**src/rtl/mnist_test_sequencer.sv**
```systemverilog
// mnist_test_sequencer: on-chip self-test controller for the MNIST classifier.
// Walks the test-image ROM image by image, streams each image's bytes into the
// classifier, samples the predicted digit a fixed latency after the last byte
// and tallies matches against the expected label (image index mod 10).
//
// Ports:
//   clk, rst          clock, asynchronous active-high reset
//   start_i           begin a run (honoured only in IDLE or DONE)
//   abort_i           return to IDLE next cycle, counters kept
//   stop_on_fail_i    end the run on the first mismatch
//   pause_i           hold between images while high
//   rom_addr_o        {image_index, byte_index} into the test-image ROM
//   rom_data_i        synchronous ROM data, one cycle after rom_addr_o
//   pix_data_o        ROM byte forwarded to the classifier (zero when invalid)
//   pix_valid_o       pix_data_o holds a requested byte
//   res_index_i       classifier predicted digit
//   image_index_o     image under test
//   expected_o        label of image_index_o
//   pass_count_o      matching images this run
//   fail_count_o      mismatching images this run
//   first_fail_o      index of the first mismatching image
//   busy_o, done_o    run in progress / run complete
//   failed_o          at least one mismatch this run
module mnist_test_sequencer #(
  parameter int unsigned IMAGE_COUNT     = 480,
  parameter int unsigned BYTES_PER_IMAGE = 32,
  parameter int unsigned RESULT_DELAY    = 4,
  localparam int unsigned IW = $clog2(IMAGE_COUNT),
  localparam int unsigned BW = $clog2(BYTES_PER_IMAGE),
  localparam int unsigned CW = IW + 1
) (
  input  logic          clk,
  input  logic          rst,
  input  logic          start_i,
  input  logic          abort_i,
  input  logic          stop_on_fail_i,
  input  logic          pause_i,
  output logic [IW+BW-1:0] rom_addr_o,
  input  logic [7:0]    rom_data_i,
  output logic [7:0]    pix_data_o,
  output logic          pix_valid_o,
  input  logic [3:0]    res_index_i,
  output logic [IW-1:0] image_index_o,
  output logic [3:0]    expected_o,
  output logic [CW-1:0] pass_count_o,
  output logic [CW-1:0] fail_count_o,
  output logic [IW-1:0] first_fail_o,
  output logic          busy_o,
  output logic          done_o,
  output logic          failed_o
);

  localparam int unsigned WW = $clog2(RESULT_DELAY + 1);

  typedef enum logic [2:0] {
    S_IDLE, S_FETCH, S_WAIT, S_CHECK, S_NEXT, S_DONE
  } state_e;

  state_e        state_q, state_d;
  logic [BW-1:0] byte_q, byte_d;
  logic [IW-1:0] image_q, image_d;
  logic [IW-1:0] first_fail_q, first_fail_d;
  logic [3:0]    expected_q, expected_d;
  logic [CW-1:0] pass_q, pass_d;
  logic [CW-1:0] fail_q, fail_d;
  logic [WW-1:0] wait_q, wait_d;
  logic          pix_valid_q, pix_valid_d;
  logic          busy_q, busy_d;
  logic          done_q, done_d;
  logic          failed_q, failed_d;

  logic last_byte;
  logic last_image;
  logic match;

  assign last_byte  = (byte_q == BW'(BYTES_PER_IMAGE - 1));
  assign last_image = (image_q == IW'(IMAGE_COUNT - 1));
  // Labels are 0..9, so predictions 10..15 can never match.
  assign match      = (res_index_i == expected_q);

  // State register
  always_ff @(posedge clk or posedge rst) begin
    if (rst) state_q <= S_IDLE;
    else     state_q <= state_d;
  end

  // Next-state logic
  always_comb begin
    state_d = state_q;
    if (abort_i) begin
      state_d = S_IDLE;
    end else begin
      unique case (state_q)
        S_IDLE, S_DONE: if (start_i) state_d = S_FETCH;
        S_FETCH:        if (last_byte) state_d = S_WAIT;
        S_WAIT:         if (wait_q == WW'(1)) state_d = S_CHECK;
        S_CHECK: begin
          if (!match && stop_on_fail_i) state_d = S_DONE;
          else if (last_image)          state_d = S_DONE;
          else                          state_d = S_NEXT;
        end
        S_NEXT:         if (!pause_i) state_d = S_FETCH;
        default:        state_d = S_IDLE;
      endcase
    end
  end

  // Datapath and registered-output next values
  always_comb begin
    byte_d       = byte_q;
    image_d      = image_q;
    first_fail_d = first_fail_q;
    expected_d   = expected_q;
    pass_d       = pass_q;
    fail_d       = fail_q;
    wait_d       = wait_q;
    // A byte whose address went out in the abort cycle is dropped.
    pix_valid_d  = (state_q == S_FETCH) && !abort_i;

    if (!abort_i) begin
      unique case (state_q)
        S_IDLE, S_DONE: begin
          if (start_i) begin
            byte_d       = '0;
            image_d      = '0;
            first_fail_d = '0;
            expected_d   = '0;
            pass_d       = '0;
            fail_d       = '0;
          end
        end
        S_FETCH: begin
          // Byte index stays on the last byte so the address is quiet in WAIT.
          if (last_byte) wait_d = WW'(RESULT_DELAY);
          else           byte_d = byte_q + BW'(1);
        end
        S_WAIT: wait_d = wait_q - WW'(1);
        S_CHECK: begin
          if (match) begin
            if (pass_q != CW'(IMAGE_COUNT)) pass_d = pass_q + CW'(1);
          end else begin
            if (fail_q != CW'(IMAGE_COUNT)) fail_d = fail_q + CW'(1);
            if (fail_q == '0) first_fail_d = image_q;
          end
        end
        S_NEXT: begin
          // Advance only when leaving, so a held pause advances exactly once.
          if (!pause_i) begin
            image_d    = image_q + IW'(1);
            expected_d = (expected_q == 4'd9) ? 4'd0 : expected_q + 4'd1;
            byte_d     = '0;
          end
        end
        default: ;
      endcase
    end

    busy_d   = (state_d == S_FETCH) || (state_d == S_WAIT) ||
               (state_d == S_CHECK) || (state_d == S_NEXT);
    done_d   = (state_d == S_DONE);
    failed_d = (fail_d != '0);
  end

  // Datapath registers
  always_ff @(posedge clk or posedge rst) begin
    if (rst) begin
      byte_q       <= '0;
      image_q      <= '0;
      first_fail_q <= '0;
      expected_q   <= '0;
      pass_q       <= '0;
      fail_q       <= '0;
      wait_q       <= '0;
      pix_valid_q  <= 1'b0;
      busy_q       <= 1'b0;
      done_q       <= 1'b0;
      failed_q     <= 1'b0;
    end else begin
      byte_q       <= byte_d;
      image_q      <= image_d;
      first_fail_q <= first_fail_d;
      expected_q   <= expected_d;
      pass_q       <= pass_d;
      fail_q       <= fail_d;
      wait_q       <= wait_d;
      pix_valid_q  <= pix_valid_d;
      busy_q       <= busy_d;
      done_q       <= done_d;
      failed_q     <= failed_d;
    end
  end

  assign rom_addr_o    = {image_q, byte_q};
  assign pix_data_o    = pix_valid_q ? rom_data_i : 8'h00;
  assign pix_valid_o   = pix_valid_q;
  assign image_index_o = image_q;
  assign expected_o    = expected_q;
  assign pass_count_o  = pass_q;
  assign fail_count_o  = fail_q;
  assign first_fail_o  = first_fail_q;
  assign busy_o        = busy_q;
  assign done_o        = done_q;
  assign failed_o      = failed_q;

endmodule

```
**config.mk**
```make
export PLATFORM = sky130hd
export DESIGN_NAME = mnist_test_sequencer
export DESIGN_NICKNAME = d
export VERILOG_FILES = /design/src/rtl/mnist_test_sequencer.sv
export SDC_FILE = /design/constraint.sdc
export NUM_CORES = 1
export LEC_CHECK = 0
export ABC_AREA = 0
export CAP_MARGIN = 20
export CORE_ASPECT_RATIO = 0.9
export CORE_MARGIN = 2
export CORE_UTILIZATION = 45
export CTS_BUF_LIST = sky130_fd_sc_hd__clkbuf_8
export DETAILED_ROUTE_END_ITERATION = 6
export PLACE_DENSITY = 0.75
export SLEW_MARGIN = 15
export SYNTH_ARGS = -nofsm -noshare
export SYNTH_HDL_FRONTEND = slang
export SYNTH_SLANG_ARGS = --single-unit
```
**constraint.sdc**
```tcl
create_clock -name clk -period 3.3 [get_ports clk]
set_input_delay 0.33 -clock clk [delete_from_list [all_inputs] [get_ports clk]]
set_output_delay 0.33 -clock clk [all_outputs]
set_load 0.005 [all_outputs]
```
==> results of run 1 <==
## state kept, by name, indices dropped and copies added, names as in the netlist
signal / flops
state_q: 3
wait_q: 3
busy_o: 1
pass_count_o: 10
failed_o: 1
byte_q: 5
done_o: 1
pix_valid_o: 1
first_fail_o: 9
fail_count_o: 10
image_index_o: 9
expected_o: 4
## cell type report
cell class	count	area (µm²)
fill	613	2650
multi-input combinational	243	1610
sequential	57	1430
timing repair buffer	91	896
clock buffer	10	138
tap	93	116
clock inverter	6	106
inverter	17	63.8
## metrics by stage
step / setup WS (ns) / power (mW) / instance area [µm²] / instances / hold slack [ns]
2_1_floorplan: 0.835 / 0.798 / 3220 / 338 / 0.485
3_3_place_gp: 0.298 / 0.854 / 4110 / 501 / 0.489
3_5_place_dp: 0.237 / 0.857 / 4110 / 501 / 0.496
4_1_cts: 0.547 / 1.67 / 4350 / 517 / 0.382
5_1_grt: 0.368 / 1.72 / 4350 / 517 / 0.416
6_report: 0.545 / 1.66 / 4350 / 517 / 0.366
## cells in the mapped netlist, types with 2 or more instances
cell,n,share of area (%)
a211o_1,2,0.54
a211oi_1,2,0.47
a21o_1,4,0.93
a21oi_1,8,1.2
a22o_1,13,3.5
a2bb2oi_1,3,0.82
a31oi_1,7,1.4
a32o_1,2,0.62
and2_1,8,1.6
and3_1,6,1.2
buf_2,3,0.47
buf_4,9,2.1
clkbuf_1,8,0.93
dfrtp_1,57,44
ha_1,11,4.3
inv_1,17,2.0
mux2_2,4,1.4
mux2i_1,2,0.62
nand2_1,33,3.8
nand2b_1,6,1.2
nand3_1,8,1.2
nand4_1,5,0.97
nor2_1,28,3.3
nor3_1,10,1.6
nor4_1,12,2.3
o21ai_0,14,2.2
o31ai_1,3,0.70
o32ai_1,2,0.54
or2_2,2,0.39
or3_1,5,0.97
or4_1,4,0.93
xnor2_1,11,3.0
xor2_1,10,2.7
## worst min path at each step
stage                    startpoint              end  slack (ns)
floorplan                 wait_q[0]        wait_q[0]        0.48
global placement    first_fail_o[4]  first_fail_o[4]        0.49
detailed placement  first_fail_o[3]  first_fail_o[3]        0.50
CTS                             rst  pass_count_o[3]        0.38
global route                    rst  pass_count_o[4]        0.42
finish                          rst  fail_count_o[2]        0.37
## report_power, final
part / internal [mW] / switching (mW)
Sequential: 0.708 / 0.0110
Combinational: 0.0604 / 0.0646
Clock: 0.518 / 0.297
## cell families after synthesis
group | share of synthesized area, %
AO/OA/AOI/OAI | 16.4
XOR/XNOR | 5.71
flip-flops | 44.3
buffers and inverters | 5.83
multiplexers | 2.02
AND/OR/NAND/NOR | 21.5
adder cells (fa/ha/maj) | 4.28
## cells in the final DEF, fill, tap and decap left out, drive strengths merged, types with 5 or more instances in the layout
cell           instances
xor2                  10
dfrtp                 57
nand4                  5
nor3                  10
nand2b                 6
buf                    6
xnor2                 11
nor4                  13
or3                    5
a21oi                  8
and2                   8
nor2                  28
a22o                  13
clkbuf                10
inv                   18
clkdlybuf4s50         85
and3                   6
nand2                 34
o21ai                 14
a31oi                  8
ha                    11
nand3                  8
## layer usage
layer / vias up / GRT usage [%] / part of all wire [%]
li1: 1378 / - / -
met1: 1368 / 30.7 / 47
met2: 68 / 32.3 / 47
met3: 5 / 4.31 / 4.2
met4: 0 / 7.35 / 1.0
met5: - / 0 / 0
## critical path, delay by kind of cell (launching register included)
kind,cells,cell delay (ns)
AND/OR/NAND/NOR,4,1.84
XOR/XNOR,1,0.21
flip-flops,1,0.46
AO/OA/AOI/OAI,1,0.12
==> results.sh, run 1 <==
export IMPL_first_pass_iters=4
export IMPL_relSlewSlack_pct=53.6
export IMPL_die_h_um=84.2
export IMPL_start_kind="flip-flop"
export IMPL_setup_viol=0
export IMPL_grt_first_pass_wirelength_um=13200
export IMPL_yosysUniqueCellTypes=52
export IMPL_yosysWarnings=0
export IMPL_io_buffers=85
export IMPL_syn_inst=338
export IMPL_synth_edf_count=0
export IMPL_rsz0062_at_grt="no"
export IMPL_clkTransAtPathRegs_ns=0.07
export IMPL_post_route_util_pct=62.1
export IMPL_syn_nets=367
export IMPL_crit_start="expected_o[2]"
export IMPL_crit_fanout=10
export IMPL_grt_max_degree=32
export IMPL_crit_type="flip-flop to flip-flop"
export IMPL_wl_per_cell_um=15.3
export IMPL_antenna_found_initial=0
export IMPL_cts_buffer_depth=2
export IMPL_hold_viol=0
export IMPL_status="complete, no violations"
export IMPL_start_util_pct=46.0
export IMPL_insertion_delay_ns=0.34
export IMPL_skew_ns=0.00563
export IMPL_cts_tree="done"
export IMPL_timing_rr_start="expected_o[2]"
export IMPL_numCtsBuffers=9
export IMPL_worst_slew_pin_slew_ns=0.697
export IMPL_grt_usage_pct=21.3
export IMPL_p_leak_nw=1.86
export IMPL_postCtsSetupRepairBufs=0
export IMPL_core_area_um2=7000
export IMPL_hp_class="input pin to async pin"
export IMPL_cts_root_buf="clkbuf_8"
export IMPL_ir_worst_vdd_uv=289
export IMPL_fin_crit_ns=2.75
export IMPL_worst_r2r_path_depth=6
export IMPL_avgSynthCellArea_um2=9.52
export IMPL_path_common_cell="or4_1"
export IMPL_critPathMaxStageDelay_ns=0.72
export IMPL_max_cap_violations=0
export IMPL_dp_hpwl_um=5670
export IMPL_numClockSinks=57
export IMPL_crit_end="failed_o"
export IMPL_crit_chain="xor2_1 -> or4_1 -> nand2_2 -> o211ai_2 -> or4_1 -> or4_1"
export IMPL_die_w_um=93.2
export IMPL_synthArstFlopShare_pct=100
export IMPL_seq_area_frac_synth_pct=44.3
export IMPL_htree_levels=3
export IMPL_period_share_pct=83.5
export IMPL_globalplace_congestion=0.852
export IMPL_cts_hold_buf=0
export IMPL_post_drt_via_cell_ratio=5.45
export IMPL_grt_overflow_total=0
export IMPL_fin_nets=448
export IMPL_dominantRegCellSynth="dfrtp_1"
export IMPL_ys_ff_latch=57
export IMPL_ant_nets=0
export IMPL_vias=2819
export IMPL_reg2reg_to="failed_o"
export IMPL_drt_wl_total_um=7930
export IMPL_drive_gt1_share_pct=8.02
export IMPL_worst_ep_required_time_ns=3.51
export IMPL_antenna_cells=0
export IMPL_clock_fmax_ghz=0.363
export IMPL_post_route_drc_count=0
export IMPL_die_area_um2=7850
export IMPL_io_pins=86
export IMPL_crit_path_top_delay_cell="or4_1"
export IMPL_netlist_area_um2=3220
export IMPL_arrival_ns=2.96
export IMPL_power_per_cell_area_nw_per_um2=381
export IMPL_grt_pass1_vias=2671
export IMPL_worst_setup_path_end_kind="flip-flop"
export IMPL_regToRegSetupSlack_ns=0.55
export IMPL_row_count=29
export IMPL_tns_ns=0
export IMPL_drv_slew=0
export IMPL_drtIter0Drc=104
export IMPL_synthToLayoutAreaGrowth_pct=35.2
export IMPL_ctsResizeCount=0
(Power assumes the default switching activity.)
==> run 2: changes to the inputs <==
- clock period: 3.3 -> 2.8 ns (I/O delays scaled with it)
==> run 2 against run 1 <==
Against the previous run: clock skew up 0.0014 ns; critical path depth unchanged; die area unchanged; cell count up 5.0%; sequential power up 17%; via count up 4.1%; core utilization up 1.8 points; count of clock-buffer cells in the layout unchanged; clock power down 17%; sequential cell count unchanged; critical endpoint unchanged; largest cell class unchanged.
==> results.sh, run 2 (synthesis results as in run 1) <==
export IMPL_intPower_mw=1.25
export IMPL_pwr_share_comb_pct=9.8
export IMPL_die_h_um=84.2
export IMPL_fin_crit_ns=2.62
export IMPL_cts_tree="done"
export IMPL_relSlewSlack_pct=54.2
export IMPL_vias=2935
export IMPL_regToRegSetupSlack_ns=0.18
export IMPL_swShare_pct=25.6
export IMPL_wl_per_cell_um=15.4
export IMPL_worst_ep_required_time_ns=3.02
export IMPL_row_count=29
export IMPL_io_pins=86
export IMPL_design_area_um2=4480
export IMPL_skew_ns=0.00700
export IMPL_worst_slew_pin_slew_ns=0.685
export IMPL_postCtsSetupRepairBufs=0
export IMPL_drive_gt1_share_pct=13.3
export IMPL_grt_max_degree=32
export IMPL_hold_viol=0
export IMPL_arrival_ns=2.85
export IMPL_period_share_pct=93.7
export IMPL_p_switching_uw=433
export IMPL_timing_rr_start="expected_o[3]"
export IMPL_cts_buffer_depth=2
export IMPL_ir_worst_vdd_uv=312
export IMPL_final_common_cell="clkdlybuf4s50_1"
export IMPL_numCtsBuffers=9
export IMPL_setup_viol=0
export IMPL_globalplace_congestion=0.832
export IMPL_mostFrequentLayoutCells="clkdlybuf4s50_1 (85), dfrtp_1 (57), nand2_1 (33)"
export IMPL_clock_fmax_ghz=0.381
export IMPL_hp_class="input pin to async pin"
export IMPL_fin_nets=474
export IMPL_first_pass_iters=4
export IMPL_antenna_cells=0
export IMPL_clkTransAtPathRegs_ns=0.07
export IMPL_setup_ws_ns=0.176
export IMPL_crit_fanout=7
export IMPL_worst_setup_path_end_kind="flip-flop"
export IMPL_cts_root_buf="clkbuf_8"
export IMPL_status="complete, no violations"
export IMPL_ctsResizeCount=0
export IMPL_clock_power_share_pct=40.1
export IMPL_insertion_delay_ns=0.35
export IMPL_start_kind="flip-flop"
export IMPL_ant_nets=0
export IMPL_max_cap_violations=0
export IMPL_antenna_found_initial=0
export IMPL_placed_area_um2=4300
export IMPL_drtIter0Drc=106
export IMPL_dp_hpwl_um=6280
export IMPL_die_area_um2=7850
export IMPL_pwr_share_seq_pct=50.1
export IMPL_die_w_um=93.2
export IMPL_p_leak_nw=1.96
export IMPL_start_util_pct=46.0
export IMPL_cts_hold_buf=0
export IMPL_io_buffers=85
export IMPL_crit_type="flip-flop to flip-flop"
export IMPL_drv_slew=0
export IMPL_grt_overflow_total=0
export IMPL_core_area_um2=7000
export IMPL_grt_pass1_vias=2883
export IMPL_grt_first_pass_wirelength_um=14200
export IMPL_dp_slack_ns=-0.0829
export IMPL_htree_levels=3
export IMPL_worst_r2r_path_depth=6
export IMPL_grt_usage_pct=23.0
export IMPL_drt_wl_total_um=8380
export IMPL_synthToLayoutAreaGrowth_pct=39.0
export IMPL_crit_start="expected_o[3]"
export IMPL_reg2reg_to="failed_o"
export IMPL_numClockSinks=57
export IMPL_post_drt_via_cell_ratio=5.41
export IMPL_rsz0062_at_grt="no"
export IMPL_power_per_cell_area_nw_per_um2=377
export IMPL_worst_hold_slack_ns=0.359
export IMPL_post_route_drc_count=0
export IMPL_fillers=579
export IMPL_post_route_util_pct=63.9
## run 2: cell count changes in the layout (fill, tap and decap cells not counted), sizes merged
cell / change
buf: +26
bufinv: -3
clkinv: +3
## run 2: metrics by stage
| stage | std cells | setup TNS [ns] | power (mW) |
|---|---|---|---|
| after floorplan | 338 | 0 | 0.940 |
| after global placement | 527 | -0.0685 | 1.02 |
| after detailed placement | 527 | -0.0829 | 1.03 |
| after CTS | 543 | 0 | 1.71 |
| after global routing | 543 | 0 | 1.76 |
| final | 543 | 0 | 1.69 |
## run 2: worst max-delay path: stages (launching register included)
cell and delay (ns):
dfrtp_1 0.45, xor2_1 0.18, or4_1 0.70, nand2_2 0.16
o211ai_2 0.10, or4_1 0.52, or4_1 0.39
## run 2: worst max path at each step
stage	slack [ns]	to	cells past startpoint
after floorplan	0.33	failed_o	7
after global placement	-0.07	failed_o	7
after detailed placement	-0.08	failed_o	7
after CTS	0.16	failed_o	6
after global routing	0.03	failed_o	6
final	0.18	failed_o	6
## run 2: per-layer routing
metal | vias up | wire length, µm | GRT usage (%)
li1 | 1431 | - | -
met1 | 1416 | 3730 | 30.6
met2 | 73 | 4100 | 35.9
met3 | 15 | 423 | 6.91
met4 | 0 | 131 | 8.02
met5 | - | 0 | 0
## run 2: power groups by stage
stage | Sequential (mW) | Clock [mW] | Combinational [mW]
2_1_floorplan | 0.859 | 0 | 0.0815
3_3_place_gp | 0.859 | 0 | 0.162
3_5_place_dp | 0.859 | 0 | 0.167
4_1_cts | 0.844 | 0.701 | 0.168
5_1_grt | 0.845 | 0.736 | 0.183
6_report | 0.844 | 0.677 | 0.165
## run 2: area by class of cell
type | count | area (µm²) | share of cell area, %
Inverter | 17 | 63.8 | 1.43
Timing Repair Buffer | 117 | 1090 | 24.4
Clock buffer | 10 | 138 | 3.08
Clock inverter | 6 | 35.0 | 0.783
Sequential cell | 57 | 1430 | 31.9
Tap cell | 93 | 116 | 2.60
Multi-Input combinational cell | 243 | 1610 | 35.9
==> run 3: changes to the inputs <==
- GPL_ROUTABILITY_DRIVEN: unset -> 0
==> run 3 against run 2 <==
Against the previous run: core utilization up 0.27 points; fmax about the same; clock skew down 0.0028 ns; combinational power about the same; count of clock-buffer cells in the layout up 2; critical endpoint unchanged; largest cell class unchanged; sequential cell count unchanged; sequential share of layout area down 0.13 points; via count unchanged; critical path depth unchanged; highest routed layer unchanged; first-iteration DRC count down 9.4%; critical path type unchanged.
==> results.sh, run 3 (synthesis results as in run 1) <==
export IMPL_status="complete, no violations"
export IMPL_start_util_pct=46.0
export IMPL_die_h_um=84.2
export IMPL_power_per_cell_area_nw_per_um2=427
export IMPL_worst_ep_required_time_ns=3.02
export IMPL_numClockSinks=57
export IMPL_drtIter0Drc=96
export IMPL_ir_worst_vdd_uv=346
export IMPL_dp_hpwl_um=5890
export IMPL_regToRegSetupSlack_ns=0.18
export IMPL_clkTransAtPathRegs_ns=0.07
export IMPL_htree_levels=3
export IMPL_postCtsSetupRepairBufs=0
export IMPL_row_count=29
export IMPL_cts_root_buf="clkbuf_8"
export IMPL_first_pass_iters=4
export IMPL_wl_per_cell_um=15.3
export IMPL_ant_nets=0
export IMPL_post_drt_via_cell_ratio=5.49
export IMPL_hold_viol=0
export IMPL_grt_max_degree=32
export IMPL_cts_buffer_depth=2
export IMPL_worst_hold_slack_ns=0.314
export IMPL_antenna_cells=0
export IMPL_drv_slew=0
export IMPL_die_w_um=93.2
export IMPL_final_common_cell="clkdlybuf4s50_1"
export IMPL_ctsResizeCount=0
export IMPL_synthToLayoutAreaGrowth_pct=39.6
export IMPL_period_share_pct=93.7
export IMPL_clock_fmax_ghz=0.381
export IMPL_mostFrequentLayoutCells="clkdlybuf4s50_1 (85), dfrtp_1 (57), nand2_1 (33)"
export IMPL_relSlewSlack_pct=52.5
export IMPL_timing_rr_start="expected_o[3]"
export IMPL_io_buffers=85
export IMPL_insertion_delay_ns=0.34
export IMPL_post_route_drc_count=0
export IMPL_io_pins=86
export IMPL_hp_class="input pin to async pin"
export IMPL_arrival_ns=2.84
export IMPL_fin_crit_ns=2.62
export IMPL_setup_viol=0
export IMPL_drive_gt1_share_pct=12.0
export IMPL_max_cap_violations=0
export IMPL_worst_setup_path_end_kind="flip-flop"
export IMPL_grt_first_pass_wirelength_um=13900
export IMPL_antenna_found_initial=0
export IMPL_crit_fanout=6
export IMPL_die_area_um2=7850
export IMPL_core_area_um2=7000
export IMPL_cts_tree="done"
export IMPL_tns_ns=0
export IMPL_grt_usage_pct=22.2
export IMPL_post_route_util_pct=64.2
export IMPL_worst_slew_pin_slew_ns=0.694
export IMPL_grt_overflow_total=0
export IMPL_p_leak_nw=1.96
export IMPL_fin_nets=466
export IMPL_crit_type="flip-flop to flip-flop"
export IMPL_cts_hold_buf=0
export IMPL_numCtsBuffers=9
export IMPL_start_kind="flip-flop"
export IMPL_vias=2935
export IMPL_rsz0062_at_grt="no"
export IMPL_skew_ns=0.00424
export IMPL_crit_start="expected_o[3]"
export IMPL_drt_wl_total_um=8180
export IMPL_grt_pass1_vias=2846
run 3: changes by cell type in the layout (fill, tap and decap cells not counted), sizes merged:
cell | previous run | this run
buf | 32 | 24
clkinvlp | 1 | 0
bufinv | 0 | 2
clkbuf | 10 | 12
inv | 18 | 17
clkinv | 4 | 2
run 3: through the flow:
| stage | cell area [µm²] | setup WS [ns] | total power, mW | cells |
|---|---|---|---|---|
| final | 4490 | 0.176 | 1.92 | 535 |
| after global routing | 4490 | 0.0990 | 2.00 | 535 |
| after CTS | 4490 | 0.186 | 1.94 | 535 |
| after detailed placement | 4260 | -0.0584 | 1.02 | 519 |
| after global placement | 4260 | -0.0355 | 1.02 | 519 |
| after floorplan | 3220 | 0.335 | 0.940 | 338 |
run 3: final cells by class:
| class | count | area [µm²] |
|---|---|---|
| Clock inverter | 4 | 73.8 |
| Sequential cell | 57 | 1430 |
| Multi-Input combinational cell | 243 | 1610 |
| Inverter | 17 | 63.8 |
| Fill cell | 574 | 2510 |
| Clock buffer | 12 | 165 |
| Timing Repair Buffer | 109 | 1040 |
| Tap cell | 93 | 116 |
run 3: power breakdown:
part	internal (mW)	switching (mW)	total [mW]	leakage (nW)
combinational	0.0808	0.0831	0.164	1.05
clock	0.574	0.338	0.912	0.123
sequential	0.835	0.00990	0.844	0.786
run 3: per-layer routing:
metal / vias to the layer above / GRT usage [%] / share of wire [%]
met2: 96 / 35.1 / 49
met3: 8 / 6.10 / 5.7
met5: - / 0 / 0
met4: 0 / 7.22 / 0.90
met1: 1423 / 29.8 / 45
li1: 1408 / - / -
run 3: worst paths after layout:
path	endpoint	cells after the start
worst max-delay path	failed_o	6
worst min-delay path	pass_count_o[4]	2
worst max register to register	failed_o	6
worst min register to register	first_fail_o[1]	1
max in group asynchronous	expected_o[2]	3
min in group clk	first_fail_o[1]	1
run 3: worst max-delay path: stages (launching register included):
cell	delay, ns
dfrtp_1	0.45
xor2_1	0.19
or4_1	0.68
a31oi_1	0.19
a31oi_1	0.07
or4_1	0.51
or4_1	0.40
==> edit, RTL diff (flow settings as in run 3) <==
Set the parameter `IMAGE_COUNT` to 240 (it was 480).
--- a/src/rtl/mnist_test_sequencer.sv
+++ b/src/rtl/mnist_test_sequencer.sv
@@ -23,5 +23,5 @@
 //   failed_o          at least one mismatch this run
 module mnist_test_sequencer #(
-  parameter int unsigned IMAGE_COUNT     = 480,
+  parameter int unsigned IMAGE_COUNT     = 240,
   parameter int unsigned BYTES_PER_IMAGE = 32,
   parameter int unsigned RESULT_DELAY    = 4,
Interface: changed (5 resized); port bits go from 86 to 81. No check against the original RTL was run, so the function may have changed too.
==> edit against run 3 <==
  * Non-clock buffer count down 15
  * Wire length down 4.5%
  * Worst setup slack better by 0.11 ns
  * Critical endpoint is now first_fail_o[0]
  * Design area down 9.7%
  * Sequential share of layout area up 0.94 points
  * Sequential cell count down 4
  * Synthesized cell count down 5.9%
  * Die area down 5.5%
  * Power down 17%
  * Area after synthesis down 5.8%
==> edit: results (changes against run 3) <==
CTS root buf=clkbuf_8; number of cells on the worst reg-to-reg path=5 (-1); Post-Synthesis Net Count=347 (-5.4%); CTS Buf Count=5 (-4); CP arrival=2.77 ns (-0.07 ns); WL final=7810 um (-4.5%); ys async rst share=100% (unchanged); vias in the first global route=2568 (-9.8%); Peak supply drop=0.000222 V (-36%); # H-tree levels=2 (-1); top cells by count, synth=dfrtp_1, nor2_1, nand2_1, inv_1; IO Port Bufs=80 (-5.9%); share of cells above drive strength 1=8.21% (-3.8 points); first-pass GRT wire length=12700 um (-9.1%); CTS clk-pin slew, worst paths=0.09 ns (+0.02 ns); final HPWL from detailed placement=5680 um (-3.6%); LEAKAGE=0.00175 uW (-11%); status=finished, final reports clean; total number of vias=2775 (-5.5%); CP max-delay cell=dfrtp_1; largest stage delay on the critical path=0.62 ns (-0.06 ns); CP top delay family=simple AND/OR/NAND/NOR gates; register area share after synthesis=43.7% (-0.58 points); drt initial violations=168 (+75%); Net count, final=430 (-7.7%); placed inst area=0.00394 sq mm (-7.4%); largest net degree at the start of global routing=26 (-19%); Worst Skew=0.00423 ns (-0.0000170 ns); Worst Max-Slew Pin Slew=0.690 ns (-0.00409 ns); crit-path max FO=15 (+9); Total GRT Usage=21.4% (-0.78 points); synth top area cells=dfrtp_1, ha_1, a22o_1, nor2_1, xor2_1; Distinct cells, synth=57 (+9.6%); Clock Latency Late Sink=0.31 ns (-0.03 ns)
[edit: kinds of logic after synthesis]
| group | share of synthesized area [%] |
|---|---|
| xor+xnor | 4.62 |
| fa+ha+maj | 4.54 |
| simple gates | 24.3 |
| flops | 43.7 |
| compound gates | 15.8 |
| mux | 1.07 |
| buf+inv | 5.94 |
[edit: metrics by stage]
step                      instances  util, %  hold WS [ns]  setup slack (ns)
final                           492     62.0         0.208             0.287
after global routing            492     62.0         0.219            0.0705
after CTS                       492     62.0         0.213             0.307
after detailed placement        484     60.1         0.496             0.149
after global placement          484     60.1         0.496             0.194
after floorplan                 318        -         0.498             0.455
[edit: worst paths after layout]
| kind | end | start | slack, ns |
|---|---|---|---|
| max | first_fail_o[0] | state_q[1] | 0.29 |
| min | first_fail_o[5] | rst | 0.21 |
| max reg2reg | first_fail_o[0] | state_q[1] | 0.29 |
| min reg2reg | first_fail_o[7] | first_fail_o[7] | 0.52 |
| max in group asynchronous | done_o | rst | 1.98 |
| min in group clk | first_fail_o[7] | first_fail_o[7] | 0.52 |
[edit: routing by layer]
layer / part of all wire (%) / track usage, %
met3: 5.4 / 4.13
met4: 1.9 / 9.38
met2: 49 / 35.6
met1: 44 / 27.8
met5: 0 / 0
[edit: area by class of cell]
class | instances | area [sq um]
clock inverters | 2 | 37.5
flip-flops and latches | 53 | 1330
well taps | 90 | 113
inverters | 18 | 67.6
clock buffers | 6 | 82.6
multi-input cells | 229 | 1530
fillers | 563 | 2490
repair buffers | 94 | 906
[edit: where the power goes]
group | internal [uW] | leakage [uW] | total (uW) | switching, uW
logic | 112 | 0.000963 | 213 | 101
registers | 790 | 0.000727 | 819 | 29.4
clock network | 291 | 0.0000574 | 553 | 262
